<file path="config.mk">
export PLATFORM = sky130hd
export DESIGN_NAME = truth_table_scanner
export DESIGN_NICKNAME = d
export VERILOG_FILES = /design/src/rtl/truth_table_scanner.sv
export SDC_FILE = /design/constraint.sdc
export NUM_CORES = 1
export LEC_CHECK = 0
export ABC_AREA = 1
export CORE_UTILIZATION = 51
export DETAILED_ROUTE_END_ITERATION = 10
export GPL_TIMING_DRIVEN = 0
export PLACE_DENSITY = 0.84
export SLEW_MARGIN = 40
export SYNTH_ARGS = -nofsm -noshare
export SYNTH_HDL_FRONTEND = slang
export SYNTH_SLANG_ARGS = --single-unit
</file>
<file path="constraint.sdc">
create_clock -name clk -period 1.75 [get_ports clk]
set_clock_uncertainty 0.05 [all_clocks]
set_input_delay 0.35 -clock clk [delete_from_list [all_inputs] [get_ports clk]]
set_output_delay 0.35 -clock clk [all_outputs]
set_load 0.02 [all_outputs]
</file>
<file path="src/rtl/truth_table_scanner.sv">
// truth_table_scanner: steps a 4-input function block through vectors 0..15,
// samples F after a settle window per vector, and compares the observed truth
// table against EXPECTED. Results (pass, mismatch count, lowest failing
// minterm) are held until the next start or reset.
//
// Handshake: start is a level sampled only in IDLE or DONE; one cycle high is
// enough. busy is high for the whole scan, and start is ignored while it is
// high. done stays high until the next accepted start or rst.
module truth_table_scanner #(
    parameter int          SETTLE   = 1,
    parameter logic [15:0] EXPECTED = 16'hDF03
) (
    input  logic        clk,
    input  logic        rst,
    input  logic        start,
    output logic        A,
    output logic        B,
    output logic        C,
    output logic        D,
    input  logic        F,
    output logic        busy,
    output logic        done,
    output logic        pass,
    output logic [15:0] captured,
    output logic [4:0]  mismatch_cnt,
    output logic [3:0]  first_fail,
    output logic        fail_valid
);

    typedef enum logic [1:0] {
        S_IDLE = 2'd0,
        S_RUN  = 2'd1,
        S_DONE = 2'd2
    } state_t;

    localparam logic [3:0] SETTLE_C = 4'(SETTLE);

    state_t      state_q, state_d;
    logic [3:0]  vec_q, vec_d;
    logic [3:0]  wait_cnt_q, wait_cnt_d;
    logic [15:0] captured_q, captured_d;
    logic [4:0]  mismatch_cnt_q, mismatch_cnt_d;
    logic [3:0]  first_fail_q, first_fail_d;
    logic        fail_valid_q, fail_valid_d;
    logic        busy_q, busy_d;
    logic        done_q, done_d;
    logic        pass_q, pass_d;

    // Next-state and result bookkeeping for the scan FSM.
    always_comb begin
        state_d        = state_q;
        vec_d          = vec_q;
        wait_cnt_d     = wait_cnt_q;
        captured_d     = captured_q;
        mismatch_cnt_d = mismatch_cnt_q;
        first_fail_d   = first_fail_q;
        fail_valid_d   = fail_valid_q;
        busy_d         = busy_q;
        done_d         = done_q;
        pass_d         = pass_q;

        case (state_q)
            S_IDLE, S_DONE: begin
                if (start) begin
                    state_d        = S_RUN;
                    vec_d          = 4'd0;
                    wait_cnt_d     = 4'd0;
                    captured_d     = 16'h0000;
                    mismatch_cnt_d = 5'd0;
                    first_fail_d   = 4'd0;
                    fail_valid_d   = 1'b0;
                    busy_d         = 1'b1;
                    done_d         = 1'b0;
                    pass_d         = 1'b0;
                end
            end
            S_RUN: begin
                if (wait_cnt_q == SETTLE_C) begin
                    wait_cnt_d        = 4'd0;
                    captured_d[vec_q] = F;
                    if (F != EXPECTED[vec_q]) begin
                        mismatch_cnt_d = mismatch_cnt_q + 5'd1;
                        if (!fail_valid_q) begin
                            first_fail_d = vec_q;
                            fail_valid_d = 1'b1;
                        end
                    end
                    if (vec_q == 4'd15) begin
                        // Last sample is folded into pass on this same edge.
                        state_d = S_DONE;
                        vec_d   = 4'd0;
                        busy_d  = 1'b0;
                        done_d  = 1'b1;
                        pass_d  = (mismatch_cnt_d == 5'd0);
                    end else begin
                        vec_d = vec_q + 4'd1;
                    end
                end else begin
                    wait_cnt_d = wait_cnt_q + 4'd1;
                end
            end
            default: begin
                state_d = S_IDLE;
            end
        endcase
    end

    // State and result registers with synchronous reset.
    always_ff @(posedge clk) begin
        if (rst) begin
            state_q        <= S_IDLE;
            vec_q          <= 4'd0;
            wait_cnt_q     <= 4'd0;
            captured_q     <= 16'h0000;
            mismatch_cnt_q <= 5'd0;
            first_fail_q   <= 4'd0;
            fail_valid_q   <= 1'b0;
            busy_q         <= 1'b0;
            done_q         <= 1'b0;
            pass_q         <= 1'b0;
        end else begin
            state_q        <= state_d;
            vec_q          <= vec_d;
            wait_cnt_q     <= wait_cnt_d;
            captured_q     <= captured_d;
            mismatch_cnt_q <= mismatch_cnt_d;
            first_fail_q   <= first_fail_d;
            fail_valid_q   <= fail_valid_d;
            busy_q         <= busy_d;
            done_q         <= done_d;
            pass_q         <= pass_d;
        end
    end

    assign {A, B, C, D}  = vec_q;
    assign busy          = busy_q;
    assign done          = done_q;
    assign pass          = pass_q;
    assign captured      = captured_q;
    assign mismatch_cnt  = mismatch_cnt_q;
    assign first_fail    = first_fail_q;
    assign fail_valid    = fail_valid_q;

endmodule

</file>
## Word level (Yosys, flattened, before mapping)

Memories as Yosys holds them, arrays and structs flattened. A register that Yosys moved wholly into a read port is not among the register bits.
Cells that the tools add are included.

- Output and inout bits: 33
- Word-level logic and storage cells: 80
- Flip-flop bits (word level): 39
- Bits in read-only memories: 16
- Bits of input ports: 4
- Memories: 1

- $lt $le $gt $ge: 2
- Muxes and demuxes: 43
- Equality and inequality tests: 10
- Reduce and logical (&&, ||, !) cells: 11
- Add/subtract/negate cells: 3

Memory list:

| name | words | bits a word | read ports | clocked after memory_dff | write ports | line | text |
|---|---|---|---|---|---|---|---|
| (name not given) | 16 | 1 | 1 | 1 | 0 | 81 | `if (F != EXPECTED[vec_q]) begin` |

Operators with widths:

| cell | number |
|---|---|
| $mux W4 | 9 |
| $mux W16 | 2 |
| $pmux W16 S2 | 1 |
| $mux W5 | 5 |
| $pmux W4 S2 | 3 |
| $bwmux W16 | 1 |
| $mux W1 | 12 |
| $ne A2 B2 Y1 const B | 5 |
| $pmux W5 S2 | 1 |
| $add A4 B1 Y4 const B | 2 |
| $pmux W1 S2 | 4 |
| $reduce_and A4 Y1 | 2 |
| $mux W2 | 3 |
| $reduce_and A3 Y1 | 2 |
| $add A5 B1 Y5 const B | 1 |
| $logic_not A5 Y1 | 1 |
| $lt A4 B5 Y1 const B | 1 |
| $reduce_and A5 Y1 | 1 |
| $demux W1 S4 | 1 |
| $eq A4 B1 Y1 const B | 1 |
| $eq A4 B4 Y1 const B | 1 |
| $ge A4 B1 Y1 const B | 1 |
| $pmux W2 S2 | 1 |
| $eq A2 B1 Y1 const B | 1 |
| 7 further kinds | 7 |

## Depth between registers and ports, before layout

Gate-level depths: netlist of the first run.

- Depth after elaboration: 10
- Gate-level depth with buffers: 10
- Depth with buffers taken out: 10

## Worst setup path before layout of the first run

OpenSTA, ideal clock, no wires.

- Path type: register to register
- Start point: register vec_q[0]
- End point: register pass_q (netlist: pass)
- Period minus slack after synthesis: 1.503 ns
- Path slack: 0.247 ns
- Stages on the path, launching flop included: 8
- Setup time: 0.070 ns
- Buffers on the path: 0
- Arrival time: 1.384 ns
- Required time: 1.630 ns
- Cell sequence: dfxtp_1 -> ha_1 -> nand3_1 -> nor2_1 -> nand2_1 -> nor2_1 -> nand3_1 -> a21oi_1

- Cells in the longest elaborated chain, start to end: 3

RTL lines:

| element | line | text |
|---|---|---|
| from (decl) | 39 | `logic [3:0] vec_q, vec_d;` |
| from (signal assigned) | 123 | `vec_q <= vec_d;` |
| $eq A4 B4 Y1 | 88 | `if (vec_q == 4'd15) begin` |
| $ne A2 B2 Y1 (no source line) | - |  |
| $reduce_and A4 Y1 (no source line) | - |  |
| to (signal assigned) | 131 | `pass_q <= pass_d;` |
| to (decl) | 47 | `logic pass_q, pass_d;` |

Every way passes these cells.
A chain may end at the register's enable or synchronous reset.

## Final worst setup path of the first run

- Start point: register mismatch_cnt_q[1] (netlist: mismatch_cnt[1])
- End point: output mismatch_cnt[1]

RTL lines:

| element | line | text |
|---|---|---|
| from (decl) | 42 | `logic [4:0] mismatch_cnt_q, mismatch_cnt_d;` |
| from (signal assigned) | 126 | `mismatch_cnt_q <= mismatch_cnt_d;` |
| to (decl) | 25 | `output logic [4:0] mismatch_cnt,` |

No word-level cell between the ends.

==> summary.md, run 1 <==
| Metric | Value |
|---|---|
| Core area | about 3700 um2 |
| Post-synth cell types | 29 |
| Clk_lat worst skew | 0.28 ns |
| Total Wirelength | ~4.2 mm |
| Max-slew violations | 0 |
| Crit path largest cell delay | slightly above 0.6 ns |
| Largest net degree at the start of global routing | 12 |
| WL/cell | 11.6 um |
| GRT Residual Overflow | 0 |
| Crit end category | primary output |
| Cts hold-fix bufs | 0 |
| RSZ-0062 raised after global routing | false |
| Setup TNS | 0 ns |
| Most frequent cells in the layout | nand2_1, dfxtp_1, inv_1 |
| Endpoints failing hold | 0 |
| YS warnings | 0 |
| Most common cell after layout, fill and taps aside | nand2_1 |
| Antenna-violating nets left | 0 |
| CP delay by family, top | buffers and inverters |
| GRT busiest layer | met2 |
| Layout Utilization | 67.4% |
| Clock root cell | clkbuf_8 |
| Worst Setup Path Type | reg -> out |
| DR iter-0 viols | 86 |
| Post-DP HPWL | 3.16 mm |
| Worst path bufs/invs | 1 |
| Clock sink count | 40 |
| Register area share after synthesis | around two fifths |
| GR Util met3 | 4.64% |
| Clock Tree Buf Depth | 2 |
| Die Y | 64.0 um |
| CTS tree | done |
| #FFs+latches synth | 40 |
| Slowest stage cell, crit path | clkdlybuf4s50_1 |
| Syn Nets | 285 |
| Initial antenna violation count | 0 |
| Crit path DAT | 1.28 ns |
| Via/cell ratio | 5.20 |
| GP Congestion | 0.940 |
| GRT Util Overall | 22.9% |
| Total of max-cap violations | 0 |
| H-tree lvl count | 2 |
| Number of global-route vias before repair | 1805 |
| Syn avg cell area | 7.16 um2 |
| P_leak | 0.00101 uW |
| PwrDens | 782 nW/um2 |
| I/O pins | 37 |
| Critical-path cell list | clkdlybuf4s50_1 |
| Final setup vio count | 0 |
| Worst setup margin | roughly 0.074 ns |
| Max VDD drop | 0.464 mV |
| IO Port Bufs | 35 |
| Final #Nets | 327 |
| Die width | 64.0 um |
| Post-synthesis instance total | 274 |
| CTS Buf Count | 5 |
| Max transition margin | 70.5% |
| Max Clk Rate | 0.597 GHz |
| Tcrit/Tclk final | around 96% |
| Layout cells sized above 1 | 8.52% |
| Worst Tran Pin Value | 0.442 ns |
| First-pass GRT wire length | between 7 and 8 mm |
| CP Data Required Time | roughly 1.4 ns |
| Placement row count | 22 |
| Antenna Cells | 0 |
| Critical-path maximum fanout | 4 |
| Post-Place Worst Slack | -0.118 ns |
| Final routed DRC violation total | 0 |
| Hold Path Class | in -> reg |
| Via Count | roughly 1900 |
| Synthesized area | 1960 um2 |
| Worst setup SP type | flop |
| Clock transition at the registers of the reported paths | 0.07 ns |
| Initial core utilization | 53.6% |
| Met2 Use GR | a little over two fifths |
| Min Tclk post-route | 1.68 ns |
| Area Growth Syn to Fin | 25.8% |
| Status | complete, no violations |
| Die area | between 4000 and 5000 um2 |
| Router iterations before antenna repair | 4 |
| Met1 GRT Util | 25.7% |
-- metrics by stage --
stage                     power, uW  cell area, um2  cells  hold WS, ns
after floorplan                1230            1960    274        0.444
after global placement         1320            2370    357        0.386
after detailed placement       1330            2370    357        0.387
after CTS                      1930            2460    365        0.305
after global routing           2040            2470    365        0.302
final                          1930            2470    365        0.312
-- kinds of logic after synthesis --
group / share of synthesized area (%)
simple gates: 28.3
xor+xnor: 0.894
flops: 40.8
fa+ha+maj: 4.47
compound gates: 15.8
buf+inv: 9.70
-- what timing repair did --
item	4_1_cts	5_1_grt
gates cloned	0	0
setup buffers	0	0
setup endpoints to repair	4	4
resized for setup	4	5
-- synthesized netlist by cell type, drive strengths merged --
library cell,number,share of area (%)
buf,5,1.9
a21oi,30,7.8
nand4,2,0.64
and3,1,0.32
xor2,2,0.89
nor2,16,4.0
nand2,72,15
o21a,1,0.38
inv,40,7.7
nand3,28,7.8
a211oi,1,0.38
dfxtp,40,41
and2,1,0.32
ha,7,4.5
clkbuf,1,0.19
nor3,1,0.26
o22ai,4,1.6
o21ai,22,5.6
-- area by class of cell --
class	instances	area, um2
clock buffers	8	90.1
plain buffers	6	40.0
flip-flops and latches	40	802
repair buffers	35	350
well taps	48	60.1
inverters	40	150
fillers	307	1190
multi-input cells	188	975
-- path summary, 6_finish.rpt --
path	from	end	slack [ns]	depth (start not counted)
min	rst	mismatch_cnt[0]	0.31	2
min reg2reg	captured[4]	captured[4]	0.39	2
max reg2reg	vec_q[1]	pass	0.15	7
max	mismatch_cnt[1]	mismatch_cnt[1]	0.07	1
-- registers in the layout, indices dropped and copies added (netlist names), named ones only --
signal,cells
captured,16
done,1
fail_valid,1
mismatch_cnt,5
vec_q,4
wait_cnt_q,4
pass,1
state_q,2
first_fail,4
busy,1
-- where the power goes --
group | internal, uW | switching, uW | total [uW]
logic | 119 | 229 | 348
registers | 939 | 26.6 | 965
clock network | 321 | 295 | 616
-- per-layer routing --
layer / vias to the layer above / wire (um) / share of wire [%]
met3: 14 / 195 / 4.6
met5: - / 0 / 0
li1: 970 / - / -
met4: 0 / 119 / 2.8
met2: 49 / 2150 / 51
met1: 865 / 1770 / 42
No activity file was read; power rests on OpenSTA's default activity.
==> run 2, diff against run 1 <==
Settings changed: CAP_MARGIN set to 0, GPL_TIMING_DRIVEN 0 to 1.
==> summary.md, run 2 (synthesized netlist as in run 1, its figures left out) <==
| Metric | Value |
|---|---|
| Status | complete, no violations |
| Endpoints failing hold | 0 |
| Post-route cell area | about 2600 um2 |
| Critical-path cell list | clkdlybuf4s50_1 |
| Final routed DRC violation total | 0 |
| Most frequent cells in the layout | nand2_1, dfxtp_1, inv_1 |
| GRT Util Overall | 24.5% |
| Clock root cell | clkbuf_8 |
| Max-slew violations | 0 |
| GRT Residual Overflow | 0 |
| I/O pins | 37 |
| Worst path bufs/invs | 1 |
| Worst setup SP type | flop |
| Post-DP Area | between 2000 and 2500 um2 |
| FF-to-FF setup slack | 0.12 ns |
| Clk_lat worst skew | ~0.3 ns |
| Die width | 64.0 um |
| DR iter-0 viols | 107 |
| Worst Tran Pin Value | around 0.29 ns |
| Area of the multi-input gates | 970 um2 |
| Initial antenna violation count | 0 |
| IO Port Bufs | 36 |
| FF/Latch Area | 801 um2 |
| R2r worst-path depth | 7 |
| Max transition margin | 81.0% |
| Via/cell ratio | 5.11 |
| Crit end category | primary output |
| Layout cells sized above 1 | about an eighth |
| Via Count | ~1900 |
| CTS Buf Count | 5 |
| Crit path DAT | 1.28 ns |
| Final #Nets | 341 |
| Max VDD drop | 0.479 mV |
| Clock transition at the registers of the reported paths | 0.08 ns |
| Cts hold-fix bufs | 0 |
| Antenna-violating nets left | 0 |
| PwrDens | roughly 770 nW/um2 |
| Die Y | 64.0 um |
| Antenna Cells | 0 |
| Initial core utilization | 53.6% |
| WHS Path Cells | 2 |
| Max FFs per register | 16 |
| Area Growth Syn to Fin | 31.4% |
| Router iterations before antenna repair | 6 |
| Critical-path maximum fanout | 4 |
| CP Data Required Time | 1.35 ns |
| RSZ-0062 raised after global routing | false |
| P_leak | ~0.0011 uW |
| Min Tclk post-route | between 1.5 and 2 ns |
| Tcrit/Tclk final | around 96% |
| Clock Tree Buf Depth | 2 |
| CTS tree | done |
| CP delay by family, top | buffers and inverters |
| CP Depth | 1 |
| Setup Buffers After CTS | 0 |
| GP Congestion | just over 0.9 |
| Hold Path Class | reg -> reg |
| Crit path largest cell delay | 0.62 ns |
| WL/cell | 11.5 um |
| Slowest stage cell, crit path | clkdlybuf4s50_1 |
| H-tree lvl count | 2 |
| Number of global-route vias before repair | 1934 |
| Largest net degree at the start of global routing | 15 |
| Total Wirelength | 4.37 mm |
| Clock sink count | 40 |
| Die area | around 4100 um2 |
| Layout Utilization | 70.4% |
| Fillers | 312 |
| Placement row count | 22 |
| Worst Setup Path Type | reg -> out |
| Most common cell after layout, fill and taps aside | nand2_1 |
| Max Clk Rate | 0.596 GHz |
| First-pass GRT wire length | 7.80 mm |
| Post-DP HPWL | 3.31 mm |
| Final setup vio count | 0 |
| Core area | 3660 um2 |
| Total of max-cap violations | 0 |
## run 2: changes by cell type in the layout (fill, tap and decap cells not counted), moves of 2 or more
cell / change
buf_4: +19
clkbuf_1: -3
buf_2: -2
clkinv_2: +2
buf_6: -2
## run 2: worst paths after layout
kind / startpoint / to
worst max-delay path: mismatch_cnt[1] / mismatch_cnt[1]
worst min-delay path: captured[5] / captured[5]
worst max register to register: vec_q[0] / pass
worst min register to register: captured[5] / captured[5]
## run 2: layout make-up
| class | instances | share of cell area (%) |
|---|---|---|
| Sequential cell | 40 | 31.1 |
| Clock buffer | 6 | 3.21 |
| Inverter | 40 | 5.83 |
| Clock inverter | 2 | 0.389 |
| Tap cell | 48 | 2.33 |
| Multi-Input combinational cell | 188 | 37.6 |
| Timing Repair Buffer | 55 | 19.5 |
## run 2: stage by stage
stage / TNS [ns] / power, uW / hold WS, ns / std cells / worst slack [ns]
3_5_place_dp: -0.217 / 1370 / 0.385 / 371 / -0.0800
4_1_cts: 0 / 1980 / 0.397 / 379 / 0.00135
3_3_place_gp: -0.0103 / 1360 / 0.382 / 371 / -0.0103
2_1_floorplan: 0 / 1230 / 0.444 / 274 / 0.247
6_report: 0 / 1980 / 0.396 / 379 / 0.0723
5_1_grt: 0 / 2080 / 0.416 / 379 / 0.0362
## run 2: repair_timing
| action | in CTS | in global routing |
|---|---|---|
| gates cloned | 0 | 0 |
| resized for setup | 4 | 2 |
| endpoints found under the setup margin | 4 | 2 |
| pin swaps | 0 | 0 |
## run 2: metal layers
metal | share of wire, % | global-route usage (%)
met1 | 42 | 24.7
met2 | 52 | 45.9
met3 | 3.4 | 5.36
met4 | 3.3 | 13.9
met5 | 0 | 0
## run 2: where the power goes
group | switching [uW] | internal, uW
combinational | 231 | 149
clock | 321 | 315
sequential | 26.7 | 938
==> run 3, diff against run 2 <==
--- a/config.mk
+++ b/config.mk
@@ -12,4 +12,5 @@
 export GPL_TIMING_DRIVEN = 1
 export PLACE_DENSITY = 0.84
+export SKIP_LAST_GASP = 1
 export SLEW_MARGIN = 40
 export SYNTH_ARGS = -nofsm -noshare
==> constraint.sdc (replaced) <==
create_clock -name clk -period 1.75 [get_ports clk]
set_clock_uncertainty 0.05 [all_clocks]
set_input_delay 0.2625 -clock clk [delete_from_list [all_inputs] [get_ports clk]]
set_output_delay 0.2625 -clock clk [all_outputs]
set_load 0.02 [all_outputs]
==> summary.md, run 3 (synthesized netlist as in run 1, its figures left out) <==
| Metric | Value |
|---|---|
| Core area | 3660 um2 |
| CTS tree | done |
| Worst setup SP type | flop |
| CP delay by family, top | buffers and inverters |
| Largest net degree at the start of global routing | 15 |
| Antenna Cells | 0 |
| Layout cells sized above 1 | 9.94% |
| Post-Layout Cell Count | between 300 and 400 |
| Endpoints failing hold | 0 |
| Post-route cell area | 2550 um2 |
| Die area | 4100 um2 |
| Max-slew violations | 0 |
| Final #Nets | 332 |
| Pwr Total | 2160 uW |
| Worst path bufs/invs | 1 |
| Max VDD drop | 0.515 mV |
| Placement row count | 22 |
| Layout Utilization | 69.5% |
| Die width | 64.0 um |
| WL/cell | 12.2 um |
| Max Clk Rate | 0.593 GHz |
| Crit path largest cell delay | 0.65 ns |
| Hold Path Class | reg -> reg |
| CP Data Required Time | between 1 and 1.5 ns |
| Max FFs per register | 16 |
| P_leak | 0.00105 uW |
| CTS Buf Count | 5 |
| Antenna-violating nets left | 0 |
| Crit end category | primary output |
| Setup TNS | 0 ns |
| Total Wirelength | 4.50 mm |
| GRT Residual Overflow | 0 |
| Final routed DRC violation total | 1 |
| Area Growth Syn to Fin | 29.9% |
| Critical-path cell list | clkdlybuf4s50_1 |
| Worst Tran Pin Value | 0.302 ns |
| Failing checks | design-rule violations |
| Clock Tree Buf Depth | 2 |
| Tcrit/Tclk final | between 90% and 100% |
| Clock transition at the registers of the reported paths | 0.08 ns |
| GP Congestion | approximately 0.91 |
| H-tree lvl count | 2 |
| PwrDens | 846 nW/um2 |
| Final setup vio count | 0 |
| Die Y | 64.0 um |
| Clock root cell | clkbuf_8 |
| GRT busiest layer | met2 |
| Cts hold-fix bufs | 0 |
| RSZ-0062 raised after global routing | false |
| DR iter-0 viols | about 140 |
| Setup Buffers After CTS | 0 |
| I/O pins | 37 |
| Via/cell ratio | 5.11 |
| Initial core utilization | 53.6% |
| Post-DP Area | 2420 um2 |
| Initial antenna violation count | 0 |
| GRT Util Overall | between 20 and 25% |
| Clk_lat worst skew | 0.30 ns |
| Router iterations before antenna repair | 8 |
| Crit path DAT | approximately 1.4 ns |
| First-pass GRT wire length | 7.67 mm |
| Met1 GRT Util | 26.9% |
| Min Tclk post-route | 1.69 ns |
| Slowest stage cell, crit path | clkdlybuf4s50_1 |
| Max transition margin | 79.6% |
| Post-DP HPWL | 3.24 mm |
| GR Util met3 | ~6.3% |
| Worst Setup Path Type | reg -> out |
| Met2 Use GR | a little over two fifths |
| Critical-path maximum fanout | 6 |
| Clock sink count | 40 |
| Number of global-route vias before repair | 1780 |
| Most frequent cells in the layout | nand2_1, dfxtp_1, inv_1 |
| Placed insts | 362 |
| IO Port Bufs | 36 |
| Total of max-cap violations | 0 |
| Status | finished, violations left |
| Via Count | ~1900 |
| Most common cell after layout, fill and taps aside | nand2_1 |
## run 3: cell types whose count changed in the layout (fill, tap and decap cells not counted), sizes merged
cell,before,now
buf,19,10
bufinv,0,1
clkbuf,6,7
clkdlybuf4s50,30,33
clkinv,2,0
dlygate4sd2,4,1
## run 3: worst paths after layout
path                                  start     endpoint  slack, ns  cells after the start
worst max-delay path               vec_q[1]            C       0.06                      1
worst max register to register     vec_q[0]         pass       0.14                      7
worst min-delay path            captured[9]  captured[9]       0.39                      2
worst min register to register  captured[9]  captured[9]       0.39                      2
## run 3: routing by layer
layer	vias up	wire length (um)
met1	855	1930
met4	0	74
li1	982	-
met5	-	0
met2	46	2320
met3	8	176
## run 3: area by class of cell
cell class / count / area, um2
Timing Repair Buffer: 46 / 439
Clock buffer: 7 / 96.3
Multi-Input combinational cell: 188 / 970
Sequential cell: 40 / 801
Clock inverter: 1 / 30.0
Inverter: 40 / 150
Tap cell: 48 / 60.1
Fill cell: 291 / 1110
## run 3: stage by stage
stage	setup WS (ns)	hold WS (ns)
6_report	0.0626	0.394
3_3_place_gp	0.0702	0.383
4_1_cts	0.0221	0.398
5_1_grt	0.0000353	0.417
3_5_place_dp	0.0462	0.387
2_1_floorplan	0.247	0.377
## run 3: what timing repair did
action | in CTS | in global routing
resized for setup | 1 | 2
pin swaps | 0 | 0
hold endpoints to repair | 0 | 0
setup endpoints to repair | 1 | 2
## run 3: power breakdown
| group | switching [uW] | internal, uW | leakage, uW | total, uW |
|---|---|---|---|---|
| combinational | 231 | 127 | 0.000657 | 358 |
| clock | 329 | 503 | 0.0000645 | 832 |
| sequential | 27.9 | 938 | 0.000324 | 966 |
